--- src/rtl/inst_seq_pkg.sv ---
// Shared types and constants for the multi-cycle instruction sequencer:
// FSM state encoding, RV32 major opcodes, immediate-class codes and trap causes.
package inst_seq_pkg;

    typedef enum logic [3:0] {
        ST_RESET,
        ST_FETCH,
        ST_WAIT_I,
        ST_DECODE,
        ST_EXEC,
        ST_MEM,
        ST_MEM_WAIT,
        ST_WB,
        ST_HALT,
        ST_TRAP
    } state_e;

    localparam logic [6:0] OPC_LUI    = 7'b0110111;
    localparam logic [6:0] OPC_AUIPC  = 7'b0010111;
    localparam logic [6:0] OPC_JAL    = 7'b1101111;
    localparam logic [6:0] OPC_JALR   = 7'b1100111;
    localparam logic [6:0] OPC_BRANCH = 7'b1100011;
    localparam logic [6:0] OPC_LOAD   = 7'b0000011;
    localparam logic [6:0] OPC_STORE  = 7'b0100011;
    localparam logic [6:0] OPC_OPIMM  = 7'b0010011;
    localparam logic [6:0] OPC_OP     = 7'b0110011;
    localparam logic [6:0] OPC_SYSTEM = 7'b1110011;

    // Immediate-extension class codes consumed by the immediate generator
    localparam logic [3:0] EXT_JALR   = 4'h0;
    localparam logic [3:0] EXT_LOAD   = 4'h1;
    localparam logic [3:0] EXT_OPIMM  = 4'h2;
    localparam logic [3:0] EXT_SYSTEM = 4'h4;
    localparam logic [3:0] EXT_STORE  = 4'h5;
    localparam logic [3:0] EXT_BRANCH = 4'h6;
    localparam logic [3:0] EXT_JAL    = 4'h7;
    localparam logic [3:0] EXT_LUI    = 4'h8;
    localparam logic [3:0] EXT_AUIPC  = 4'h9;
    localparam logic [3:0] EXT_OP     = 4'ha;
    localparam logic [3:0] EXT_ILL    = 4'hf;

    localparam logic [31:0] INST_EBREAK = 32'h00100073;

    localparam logic [1:0] CAUSE_NONE    = 2'd0;
    localparam logic [1:0] CAUSE_ILLEGAL = 2'd1;
    localparam logic [1:0] CAUSE_LSU_TO  = 2'd2;

endpackage

--- src/rtl/inst_class_dec.sv ---
// Combinational opcode classifier: immediate class code plus the per-class
// flags the sequencer needs (memory direction, rd write, CSR write).
module inst_class_dec
    import inst_seq_pkg::*;
(
    input  logic [6:0] opcode,
    input  logic [2:0] funct3,
    output logic [3:0] ext_op,
    output logic       is_load,
    output logic       is_store,
    output logic       writes_rd,
    output logic       is_csr
);

    always_comb begin
        ext_op    = EXT_ILL;
        writes_rd = 1'b1;
        case (opcode)
            OPC_LUI:    ext_op = EXT_LUI;
            OPC_AUIPC:  ext_op = EXT_AUIPC;
            OPC_JAL:    ext_op = EXT_JAL;
            OPC_JALR:   ext_op = EXT_JALR;
            OPC_LOAD:   ext_op = EXT_LOAD;
            OPC_OPIMM:  ext_op = EXT_OPIMM;
            OPC_OP:     ext_op = EXT_OP;
            OPC_SYSTEM: ext_op = EXT_SYSTEM;
            OPC_BRANCH: begin
                ext_op    = EXT_BRANCH;
                writes_rd = 1'b0;
            end
            OPC_STORE: begin
                ext_op    = EXT_STORE;
                writes_rd = 1'b0;
            end
            default: begin
                ext_op    = EXT_ILL;
                writes_rd = 1'b0;
            end
        endcase
        is_load  = (ext_op == EXT_LOAD);
        is_store = (ext_op == EXT_STORE);
        is_csr   = (opcode == OPC_SYSTEM) && (funct3 != 3'b000);
    end

endmodule

--- src/rtl/inst_seq_ctrl.sv ---
// Multi-cycle fetch/decode/execute/memory/writeback sequencer for the NPC core.
// Optional INST_SEQ_PERF_EN adds 64-bit cycle and retired-instruction counters.
//
// state     | meaning
// ----------+---------------------------------------------------------
// RESET     | one idle cycle after reset release
// FETCH     | fetch request held until the IFU accepts it
// WAIT_I    | waiting for the instruction word, latched on arrival
// DECODE    | illegal -> TRAP, ebreak -> HALT, otherwise EXEC
// EXEC      | load/store -> MEM, everything else -> WB
// MEM       | LSU request held until accepted
// MEM_WAIT  | waiting for LSU response, bounded by MEM_TIMEOUT
// WB        | one-cycle PC/RF/CSR write strobes, back to FETCH
// HALT      | ebreak retired, absorbing until reset
// TRAP      | illegal opcode or LSU timeout, absorbing until reset
module inst_seq_ctrl
    import inst_seq_pkg::*;
#(
    parameter int MEM_TIMEOUT = 255
) (
    input  logic        clk,
    input  logic        rst,
    output logic        ifu_req_valid,
    input  logic        ifu_req_ready,
    input  logic        ifu_rsp_valid,
    input  logic [31:0] ifu_inst,
    output logic [31:0] inst_q,
    output logic [3:0]  ext_op,
    output logic        lsu_req_valid,
    output logic        lsu_req_wen,
    input  logic        lsu_req_ready,
    input  logic        lsu_rsp_valid,
    output logic        pc_we,
    output logic        rf_we,
    output logic        csr_we,
    output logic        halt,
    output logic        trap,
    output logic [1:0]  trap_cause
`ifdef INST_SEQ_PERF_EN
    ,
    output logic [63:0] cyc_cnt,
    output logic [63:0] instret_cnt
`endif
);

    localparam int TO_W = $clog2(MEM_TIMEOUT + 1);

    state_e state_q, state_d;

    logic [TO_W-1:0] to_cnt_q;
    logic            to_expired;
    logic            is_load_q, is_store_q, writes_rd_q, is_csr_q;
    logic [3:0]      dec_ext;
    logic            dec_load, dec_store, dec_wrd, dec_csr;

    inst_class_dec u_dec (
        .opcode    (ifu_inst[6:0]),
        .funct3    (ifu_inst[14:12]),
        .ext_op    (dec_ext),
        .is_load   (dec_load),
        .is_store  (dec_store),
        .writes_rd (dec_wrd),
        .is_csr    (dec_csr)
    );

    // Down-counter loaded on LSU accept; terminal count 1 marks the last
    // MEM_WAIT cycle, so exactly MEM_TIMEOUT cycles are spent waiting.
    assign to_expired = (to_cnt_q == TO_W'(1));

    always_ff @(posedge clk) begin
        if (rst) begin
            state_q     <= ST_RESET;
            inst_q      <= '0;
            ext_op      <= EXT_ILL;
            is_load_q   <= 1'b0;
            is_store_q  <= 1'b0;
            writes_rd_q <= 1'b0;
            is_csr_q    <= 1'b0;
            to_cnt_q    <= '0;
            trap_cause  <= CAUSE_NONE;
        end else begin
            state_q <= state_d;
            if (state_q == ST_WAIT_I && ifu_rsp_valid) begin
                inst_q      <= ifu_inst;
                ext_op      <= dec_ext;
                is_load_q   <= dec_load;
                is_store_q  <= dec_store;
                writes_rd_q <= dec_wrd;
                is_csr_q    <= dec_csr;
            end
            if (state_q == ST_MEM && lsu_req_ready)
                to_cnt_q <= TO_W'(MEM_TIMEOUT);
            else if (state_q == ST_MEM_WAIT && to_cnt_q != '0)
                to_cnt_q <= to_cnt_q - TO_W'(1);
            if (state_q == ST_DECODE && ext_op == EXT_ILL)
                trap_cause <= CAUSE_ILLEGAL;
            if (state_q == ST_MEM_WAIT && !lsu_rsp_valid && to_expired)
                trap_cause <= CAUSE_LSU_TO;
        end
    end

    always_comb begin
        state_d       = state_q;
        ifu_req_valid = 1'b0;
        lsu_req_valid = 1'b0;
        lsu_req_wen   = 1'b0;
        pc_we         = 1'b0;
        rf_we         = 1'b0;
        csr_we        = 1'b0;
        halt          = 1'b0;
        trap          = 1'b0;
        case (state_q)
            ST_RESET: state_d = ST_FETCH;
            ST_FETCH: begin
                ifu_req_valid = 1'b1;
                if (ifu_req_ready) state_d = ST_WAIT_I;
            end
            ST_WAIT_I: if (ifu_rsp_valid) state_d = ST_DECODE;
            ST_DECODE: begin
                if (ext_op == EXT_ILL)          state_d = ST_TRAP;
                else if (inst_q == INST_EBREAK) state_d = ST_HALT;
                else                            state_d = ST_EXEC;
            end
            ST_EXEC: state_d = (is_load_q || is_store_q) ? ST_MEM : ST_WB;
            ST_MEM: begin
                lsu_req_valid = 1'b1;
                lsu_req_wen   = is_store_q;
                if (lsu_req_ready) state_d = ST_MEM_WAIT;
            end
            ST_MEM_WAIT: begin
                if (lsu_rsp_valid)   state_d = ST_WB;
                else if (to_expired) state_d = ST_TRAP;
            end
            ST_WB: begin
                pc_we   = 1'b1;
                rf_we   = writes_rd_q && (inst_q[11:7] != 5'd0);
                csr_we  = is_csr_q;
                state_d = ST_FETCH;
            end
            ST_HALT: halt = 1'b1;
            ST_TRAP: trap = 1'b1;
            default: state_d = ST_RESET;
        endcase
    end

`ifdef INST_SEQ_PERF_EN
    always_ff @(posedge clk) begin
        if (rst) begin
            cyc_cnt     <= '0;
            instret_cnt <= '0;
        end else begin
            cyc_cnt <= cyc_cnt + 64'd1;
            if (state_q == ST_WB) instret_cnt <= instret_cnt + 64'd1;
        end
    end
`endif

endmodule

--- config.mk ---
export PLATFORM = sky130hd
export DESIGN_NAME = inst_seq_ctrl
export DESIGN_NICKNAME = d
export VERILOG_FILES = /design/src/rtl/inst_seq_pkg.sv /design/src/rtl/inst_class_dec.sv /design/src/rtl/inst_seq_ctrl.sv
export SDC_FILE = /design/constraint.sdc
export NUM_CORES = 1
export LEC_CHECK = 0
export BUFFER_PORTS_ARGS = -buffer_cell sky130_fd_sc_hd__buf_2
export CAP_MARGIN = 20
export CORE_ASPECT_RATIO = 2
export CORE_MARGIN = 5
export CORE_UTILIZATION = 35
export DETAILED_ROUTE_END_ITERATION = 7
export HOLD_SLACK_MARGIN = 0.08
export SLEW_MARGIN = 10
export SYNTH_ARGS = -nofsm -noshare
export SYNTH_HDL_FRONTEND = slang
export SYNTH_HIERARCHICAL = 1
export SYNTH_SLANG_ARGS = --single-unit
--- constraint.sdc ---
create_clock -name clk -period 1.91 [get_ports clk]
set_input_delay 0.4775 -clock clk [delete_from_list [all_inputs] [get_ports clk]]
set_output_delay 0.4775 -clock clk [all_outputs]
set_load 0.05 [all_outputs]
# --- Word-level counts from Yosys, hierarchy flattened ---
# Index checks and enable logic that the tools add are counted.
totals:
  ff_bits: 54
  output_inout_bits: 46
op_classes:
  bitwise_logic: 1
  mux: 23
  reduce_logical: 21
  n_addsub: 1
  eq_ne: 28
ops:
  columns: ["op", "n"]
  rows:
  - ["$pmux W4 S10", 1]
  - ["$eq A32 B21 Y1 const B", 1]
  - ["$pmux W4 S8", 1]
  - ["$eq A7 B7 Y1 const B", 4]
  - ["$mux W4", 7]
  - ["$eq A7 B6 Y1 const B", 3]
  - ["$eq A4 B3 Y1 const B", 5]
  - ["$mux W8", 2]
  - ["$eq A7 B5 Y1 const B", 2]
  - ["$eq A4 B4 Y1 const B", 3]
  - ["$mux W1", 9]
  - ["$eq A4 B1 Y1 const B", 2]
  - ["$eq A4 B2 Y1 const B", 2]
  - ["$eq A8 B1 Y1 const B", 1]
  - ["$logic_and A1 B1 Y1", 8]
  - ["$reduce_bool A8 Y1", 1]
  - ["$reduce_or A8 Y1", 1]
  - ["$sub A8 B1 Y8 const B", 1]
  - ["$eq A7 B2 Y1 const B", 1]
  - ["$mux W2", 3]
  - ["$ne A2 B2 Y1 const B", 3]
  - ["$reduce_or A2 Y1", 3]
  - ["$reduce_and A5 Y1", 1]
  - ["$reduce_bool A5 Y1", 1]
  - ["other kinds (7)", 8]

# --- Depth between registers and ports, before layout ---
# Gate-level depths: netlist of the first run.
logic_depth:
  depth_word: 4
  depth_mapped: 6

# --- Modules after synthesis ---
# Netlist of the first run, hierarchy kept.
modules_own_cells:
  columns: ["mod", "instances", "seq_area_each_um2", "area_per_inst_um2", "cells_each"]
  rows:
  - ["inst_seq_ctrl", 1, 1081.0, 2352.3, 295]
  - ["inst_class_dec", 1, 0.0, 212.7, 31]

# --- Least setup slack after synthesis of the first run ---
# Ideal clock, no wire load.
synth_timing:
  kind: "reg-to-output"
  startpoint: "register state_q[1]"
  endpoint: "output port rf_we"
  t_arrival_ns: 1.969
  t_required_ns: 1.432
  path_buffers: 1
  stages_incl_launch_ff: 5
  path_slack_ns: -0.537
  path_cell_list: "dfxtp_1 -> buf_1 -> nand2_1 -> nor2_1 -> and3_1"
synth_via:
  elab_chain_cells: 2
synth_lines:
  columns: ["item", "line", "text"]
  rows:
  - ["from (decl)", "inst_seq_ctrl.sv:48", "state_e state_q, state_d;"]
  - ["from (signal assigned)", "inst_seq_ctrl.sv:82", "state_q <= state_d;"]
  - ["$eq A4 B3 Y1", "inst_seq_ctrl.sv:112", "case (state_q)"]
  - ["$mux W1", "inst_seq_ctrl.sv:112", null]
  - ["to (decl)", "inst_seq_ctrl.sv:34", "output logic rf_we,"]
# No other way between the ends.

# --- Worst setup path in the final report of the first run ---
layout_timing:
  startpoint: "register state_q[1]"
  endpoint: "output port lsu_req_wen"
layout_via:
  elab_chain_cells: 2
layout_lines:
  columns: ["item", "line", "text"]
  rows:
  - ["$eq A4 B3 Y1", "inst_seq_ctrl.sv:112", null]
  - ["$mux W1", "inst_seq_ctrl.sv:112", null]
  - ["to (decl)", "inst_seq_ctrl.sv:30", "output logic lsu_req_wen,"]
# No other way between the ends.

==> results of run 1 <==
==> worst max path at each step <==
stage	start	to	slack, ns	depth (start not counted)
final	state_q[1]	lsu_req_wen	0.01	5
after global routing	state_q[1]	lsu_req_wen	-0.03	5
after CTS	state_q[3]	lsu_req_wen	-0.02	5
after detailed placement	inst_q[15]	state_q[3]	0.03	5
after global placement	inst_q[15]	state_q[3]	0.10	5
after floorplan	state_q[1]	rf_we	-0.20	4
==> synthesized netlist by cell type (all sizes together), types with 6 or more instances <==
| library cell | count |
|---|---|
| a21oi | 52 |
| buf | 11 |
| clkbuf | 10 |
| dfxtp | 54 |
| nand2 | 89 |
| nand2b | 6 |
| nand3 | 8 |
| nor2 | 14 |
| nor3 | 11 |
| o21ai | 6 |
| xor2 | 7 |
==> critical path, cell delays in order, from the launching register on <==
cell,delay (ns)
dfxtp_4,0.36
nand2b_4,0.15
or2_4,0.27
clkinvlp_4,0.08
and2_4,0.14
buf_8,0.13
==> metal layers <==
layer	part of all wire [%]	routed length [um]	up-vias	global-route usage, %
met5	0	0	-	0
met3	4.5	334	11	3.664
li1	-	-	1289	-
met4	2.2	163	0	6.755
met1	36	2703	1200	15.75
met2	57	4293	58	31.44
==> power by group <==
part           leakage [nW]  internal (mW)  switching [mW]
combinational         0.874          0.501           0.976
clock                0.0971          0.787           0.398
sequential            0.441           1.27           0.118
total                  1.41           2.56            1.49
==> registers in the layout (all words and copies together), names as in the netlist <==
register and flops:
trap_cause 2, to_cnt_q 8, inst_q 32, is_csr_q 1
ext_op 4, writes_rd_q 1, is_load_q 1, state_q 4
is_store_q 1
==> layout make-up <==
cell class / instances / area share [%]
diodes: 1 / 0.07246
well taps: 92 / 3.333
flip-flops and latches: 54 / 31.67
clock inverters: 2 / 1.739
clock buffers: 6 / 4.022
inverters: 5 / 0.6522
multi-input cells: 246 / 41.23
repair buffers: 99 / 17.28
==> kinds of logic (layout without fill, tap and decap cells) <==
family	after synthesis	count (layout)	synth area share [%]
flip-flops	54	54	42.15
XOR/XNOR	8	8	2.732
multiplexers	1	1	0.3903
AND/OR/NAND/NOR	162	162	31.85
AO/OA/AOI/OAI	73	73	17.32
adder cells (fa/ha/maj)	2	2	0.9755
other	0	1	0
buffers and inverters	26	112	4.586
==> cell usage in the layout (no fill, tap or decap), drive strengths merged, types with 3 or more instances in the layout <==
master	synthesis	routed
nand3	8	8
dfxtp	54	54
a21oi	52	52
nor3	11	11
clkbuf	10	7
o21ai	6	6
nor4	4	4
nand2	89	89
nand2b	6	6
nand4b	3	3
nor4b	3	3
buf	11	98
xor2	7	7
nor2	14	14
inv	5	4
nand3b	5	5
==> per-stage QoR <==
stage                     setup slack (ns)  instance area [um^2]  std cells
after detailed placement           0.02767                  3151        491
after floorplan                    -0.2000                  2592        326
after CTS                         -0.02332                  3376        499
after global routing              -0.02743                  3451        504
final                             0.009954                  3453        505
after global placement              0.1049                  3151        491
==> repair_timing <==
item / in CTS / in global routing
hold endpoints to repair: 0 / 0
setup buffers: 0 / 5
gates resized for setup: 8 / 11
pin swaps: 0 / 1
setup endpoints to repair: 4 / 7
hold buffers: 0 / 0
==> key figures, run 1 <==
Run status
  • Status: finished, final reports clean

Global route
  • Initial antenna violation count: 0
  • Global-route wire length before repair: ~12,000 um
  • Number of global-route vias before repair: between 2,000 and 2,500
  • Final global-route overflow total: 0
  • Largest net degree at the start of global routing: just over 40
  • Total GRT Usage: 16.00%

Critical path
  • Crit path required time: 1.43 ns
  • FF-to-FF path depth: 6
  • Kind of start point of the critical path: register
  • R2R Path End: state_q[3]
  • Flop2flop setup slack: 0.13 ns
  • Critical Path Fanout Max: 5
  • Worst Path Class, Setup: reg -> out
  • Worst Path Arrival: between 1 and 1.5 ns
  • Worst R2R Start: state_q[3]
  • Crit. End Element: primary output

Floorplanning
  • Chip width: between 70 and 80 um
  • Total I/O pin count: 84
  • Initial Util: between 30% and 40%
  • Die Y-Extent: ~130 um
  • Die area: between 9000 and 10,000 um^2
  • # rows: 44
  • CORE AREA: between 7000 and 8000 um^2

Clock tree
  • CTS root buf: clkbuf_16
  • CTS Buffer Depth: 2
  • Clk_lat worst skew: a little under 0.3 ns
  • CTS Buf Count: 5
  • Reg clk slew, reported paths: 0.07 ns
  • H-tree level count: 2
  • Clock sinks: 54
  • CTS tree: yes

Power and ir drop
  • Final Power: 4.051 mW
  • Worst vdd rail ir drop: 0.0008357 V
  • Leakage power total: approximately 1.4 nW
  • Power density over the cells: about 1200 nW/um^2

STA
  • Clock Skew: around 0.0065 ns
  • Setup violators final: 0
  • Post-layout minimum cycle time: 1.900 ns
  • Tightest Pin Transition: 0.5752 ns
  • Slew Limit Fails: 0
  • Fin. Hold Viols: 0
  • Normalized max-slew margin: ~62%
  • Setup TNS: 0 ns
  • Hold Slack: 0.4135 ns
  • RSZ-0062 raised after global routing: true
  • Fmax achieved: ~530 MHz
  • Post-route clock period utilization: a little under 100%

Yosys
  • Largest cells by area after synthesis: dfxtp_1 42%, nand2_1 13%, a21oi_1 10%, xor2_1 2.4%, nor2_1 1.9%
  • Area share of the largest cell type after synthesis: ~42%
  • Mapped Cells: approximately 330
  • Post-synthesis cell type count: 55
  • Synthesized flop and latch total: 54
  • Syn avg cell area: 7.868 um^2
  • EDFF count, synth: 0
  • Post-Syn Nets: between 300 and 400
  • Top_reg_cell synth: dfxtp_1
  • Asr flop ratio synth: 0%
  • Leading area contributor after synthesis: dfxtp_1
  • Syn. warnings: 6
  • Mapped Area: approximately 2600 um^2
  • Sequential-to-total area share from yosys stat: a little over two fifths

Flow run
  • Max Cap Viol: 0

Placement
  • DP Wirelength: ~5700 um
  • Port Buffers: between 80 and 90
  • RePlAce Congestion: around 0.84

Detailed routing
  • Initial DRC Count: 115
  • DR vias/cell: about 5.1
  • Post-route antenna net violation count: 0
  • Initial DRT Pass Iterations: 6
  • Routed Wire Length: between 7000 and 8000 um
  • DRC Markers: 0
  • Via count: about 2,600
  • Wirelength per Cell: approximately 15 um

Layout
  • Layout Area Growth over Synthesis: 34.63%
  • Sequential cell area: 1094 um^2
  • Layout cell share with drive strength beyond 1: between 30% and 40%
  • Net count of the finished layout: 451
  • Fill count: approximately 770
  • Final core utilization: between 40% and 50%
  • Area of the multi-input gates: 1424 um^2

Min path
  • WHS Path Cells: 3
  • HP Start: ifu_inst[20]
  • Hold Crit Class: in -> reg
  • Min-Delay Endpoint: inst_q[20]
Power figures use the tool's default switching activity.
==> run 2, diff against run 1 <==
==> constraint.sdc (replaced) <==
create_clock -name clk -period 1.91 [get_ports clk]
set_input_delay 0.573 -clock clk [delete_from_list [all_inputs] [get_ports clk]]
set_output_delay 0.573 -clock clk [all_outputs]
set_load 0.05 [all_outputs]
==> run 2 against run 1 <==
Against the previous run: sequential share of layout area up 0.071 points; first-iteration DRC count down 22%; critical path type unchanged; clock skew up 0.0024 ns; global-route usage up 0.068 points; worst setup slack worse by 0.084 ns; non-clock buffer count up 1; cell count unchanged; the flow now finishes with violations (negative setup slack); sequential power about the same.
==> key figures, run 2 (synthesized netlist as in run 1, its figures left out) <==
Placement
  • Area after DPL: 3173 um^2 (+0.71%)
  • DP Wirelength: 5594 um (-1.2%)
  • RePlAce Congestion: 0.8328 (-0.79%)
  • Port Buffers: 83 (unchanged)
  • Place WS: -0.1073 ns (-0.1349 ns)

Layout
  • Commonest non-fill, non-tap cell in the layout: nand2_1
  • N_diodes: 0 (-1)
  • Net count of the finished layout: 452 (+0.22%)
  • Layout Area Growth over Synthesis: 34.49%
  • Most frequent cells in the layout: 87 x nand2_1, 76 x buf_2, 52 x a21oi_1, 45 x dfxtp_1, 16 x buf_4
  • Fill count: 750 (-3.0%)
  • Largest reg by FF count: inst_q
  • Largest regs: inst_q x32, to_cnt_q x8
  • Post-route design area: 3450 um^2 (-0.11%)
  • Layout cell share with drive strength beyond 1: 35.11% (+1.1 points)
  • Max FFs per register: 32 (unchanged)

Global route
  • Largest net degree at the start of global routing: 41 (unchanged)
  • Total GRT Usage: 16.07% (+0.068 points)
  • Number of global-route vias before repair: 2,571 (+3.4%)
  • Initial antenna violation count: 0 (unchanged)
  • Final global-route overflow total: 0 (unchanged)
  • Global-route wire length before repair: 11,830 um (+1.2%)

STA
  • Fmax achieved: 504.0 MHz (-4.2%)
  • Clock Skew: 0.008937 ns (+0.002400 ns)
  • Tightest Pin Transition: 0.4830 ns (-0.09225 ns)
  • Normalized max-slew margin: 67.80% (+6.1 points)
  • Post-route clock period utilization: 103.9% (+4.4 points)
  • Fin. Hold Viols: 0 (unchanged)
  • Slew Limit Fails: 0 (unchanged)
  • Setup violators final: 2 (+2)
  • PnR worst setup slack: -0.07429 ns (-0.08424 ns)
  • RSZ-0062 raised after global routing: true
  • Post-layout minimum cycle time: 1.984 ns (+0.08424 ns)

Detailed routing
  • Initial DRT Pass Iterations: 6 (unchanged)
  • Via count: 2,544 (-0.55%)
  • DRC Markers: 0 (unchanged)
  • Wirelength per Cell: 14.55 um (-1.9%)
  • Post-route antenna net violation count: 0 (unchanged)
  • DR vias/cell: 5.038 (-0.55%)
  • Initial DRC Count: 90 (-22%)
  • Routed Wire Length: 7349 um (-1.9%)

Floorplanning
  • # rows: 44 (unchanged)
  • Total I/O pin count: 84 (unchanged)
  • Initial Util: 35.57% (unchanged)
  • Chip width: 70.53 um (unchanged)
  • CORE AREA: 7212 um^2 (unchanged)
  • Die Y-Extent: 131.1 um (unchanged)
  • Die area: 9244 um^2 (unchanged)

Clock tree
  • CTS root buf: clkbuf_16
  • CTS Buf Count: 5 (unchanged)
  • # hold bufs at CTS: 0 (unchanged)
  • CTS Buffer Depth: 2 (unchanged)
  • H-tree level count: 2 (unchanged)
  • Clk_lat worst skew: 0.29 ns (about the same)
  • CTS tree: yes
  • Reg clk slew, reported paths: 0.07 ns (about the same)
  • Clock sinks: 54 (unchanged)

Run status
  • Status: complete, but fails checks
  • Failing checks: negative setup slack

Critical path
  • Kind of start point of the critical path: register
  • Crit path required time: 1.34 ns (-0.09 ns)
  • Worst Path Arrival: 1.41 ns (about the same)
  • Critical Path Fanout Max: 5 (unchanged)
  • Worst Path Class, Setup: reg -> out
  • Crit. End Element: primary output

Power and ir drop
  • Power density over the cells: 1099 nW/um^2 (-6.3%)
  • Leakage power total: 1.388 nW (-1.7%)
  • Worst vdd rail ir drop: 0.0006907 V (-17%)

Min path
  • Hold Crit Class: reg -> reg

Flow run
  • Max Cap Viol: 0 (unchanged)
run 2: cell types whose count changed in the layout (fill, tap and decap cells not counted), moves of 2 or more:
cell	previous run	this run
bufinv_16	2	0
buf_2	78	76
clkinvlp_4	1	3
nand2b_1	4	2
run 2: worst max-delay path, stage by stage (launching register included):
cell	delay, ns
dfxtp_1	0.32
nand2b_4	0.16
or2_4	0.27
clkinvlp_4	0.09
and2_4	0.14
buf_8	0.13
run 2: what timing repair did:
action,4_1_cts,5_1_grt
gates resized for setup,14,15
pin swaps,1,3
setup buffers,0,4
setup endpoints to repair,8,31
run 2: per-stage QoR:
step                util, %   TNS, ns  std cells  hold slack [ns]  total power [mW]
global route          47.83   -0.2437        505           0.4799             4.002
global placement      44.00  -0.07918        493           0.4437             2.798
finish                47.83   -0.1189        505           0.4568             3.791
floorplan                 -   -0.5394        326           0.4316             2.376
detailed placement    44.00   -0.1073        493           0.4491             2.811
CTS                   46.70   -0.1333        501           0.4593             3.748
run 2: final timing paths:
kind	startpoint	to	slack, ns	depth (start not counted)
min reg2reg	is_load_q	is_load_q	0.46	2
max reg2reg	inst_q[15]	state_q[3]	0.11	6
max	state_q[3]	lsu_req_wen	-0.07	5
min	is_load_q	is_load_q	0.46	2
run 2: layer usage:
layer | global-route usage (%) | wire length (um)
met2 | 30.28 | 3957
met4 | 8.749 | 245
met3 | 3.511 | 393
met1 | 16.19 | 2752
met5 | 0 | 0
run 2: where the power goes:
part / total (mW) / switching, mW / leakage (nW) / internal (mW)
Sequential: 1.39 / 0.121 / 0.441 / 1.27
Combinational: 1.49 / 0.984 / 0.880 / 0.503
Clock: 0.912 / 0.421 / 0.0664 / 0.491
Total: 3.79 / 1.53 / 1.39 / 2.26
run 2: area by class of cell:
cell class | count | area (um^2) | share of cell area, %
multi-input combinational | 246 | 1448 | 41.97
tap | 92 | 115.1 | 3.337
timing repair buffer | 100 | 620.6 | 17.99
clock buffer | 5 | 125.1 | 3.627
clock inverter | 3 | 23.77 | 0.6892
inverter | 5 | 22.52 | 0.6529
sequential | 54 | 1095 | 31.74
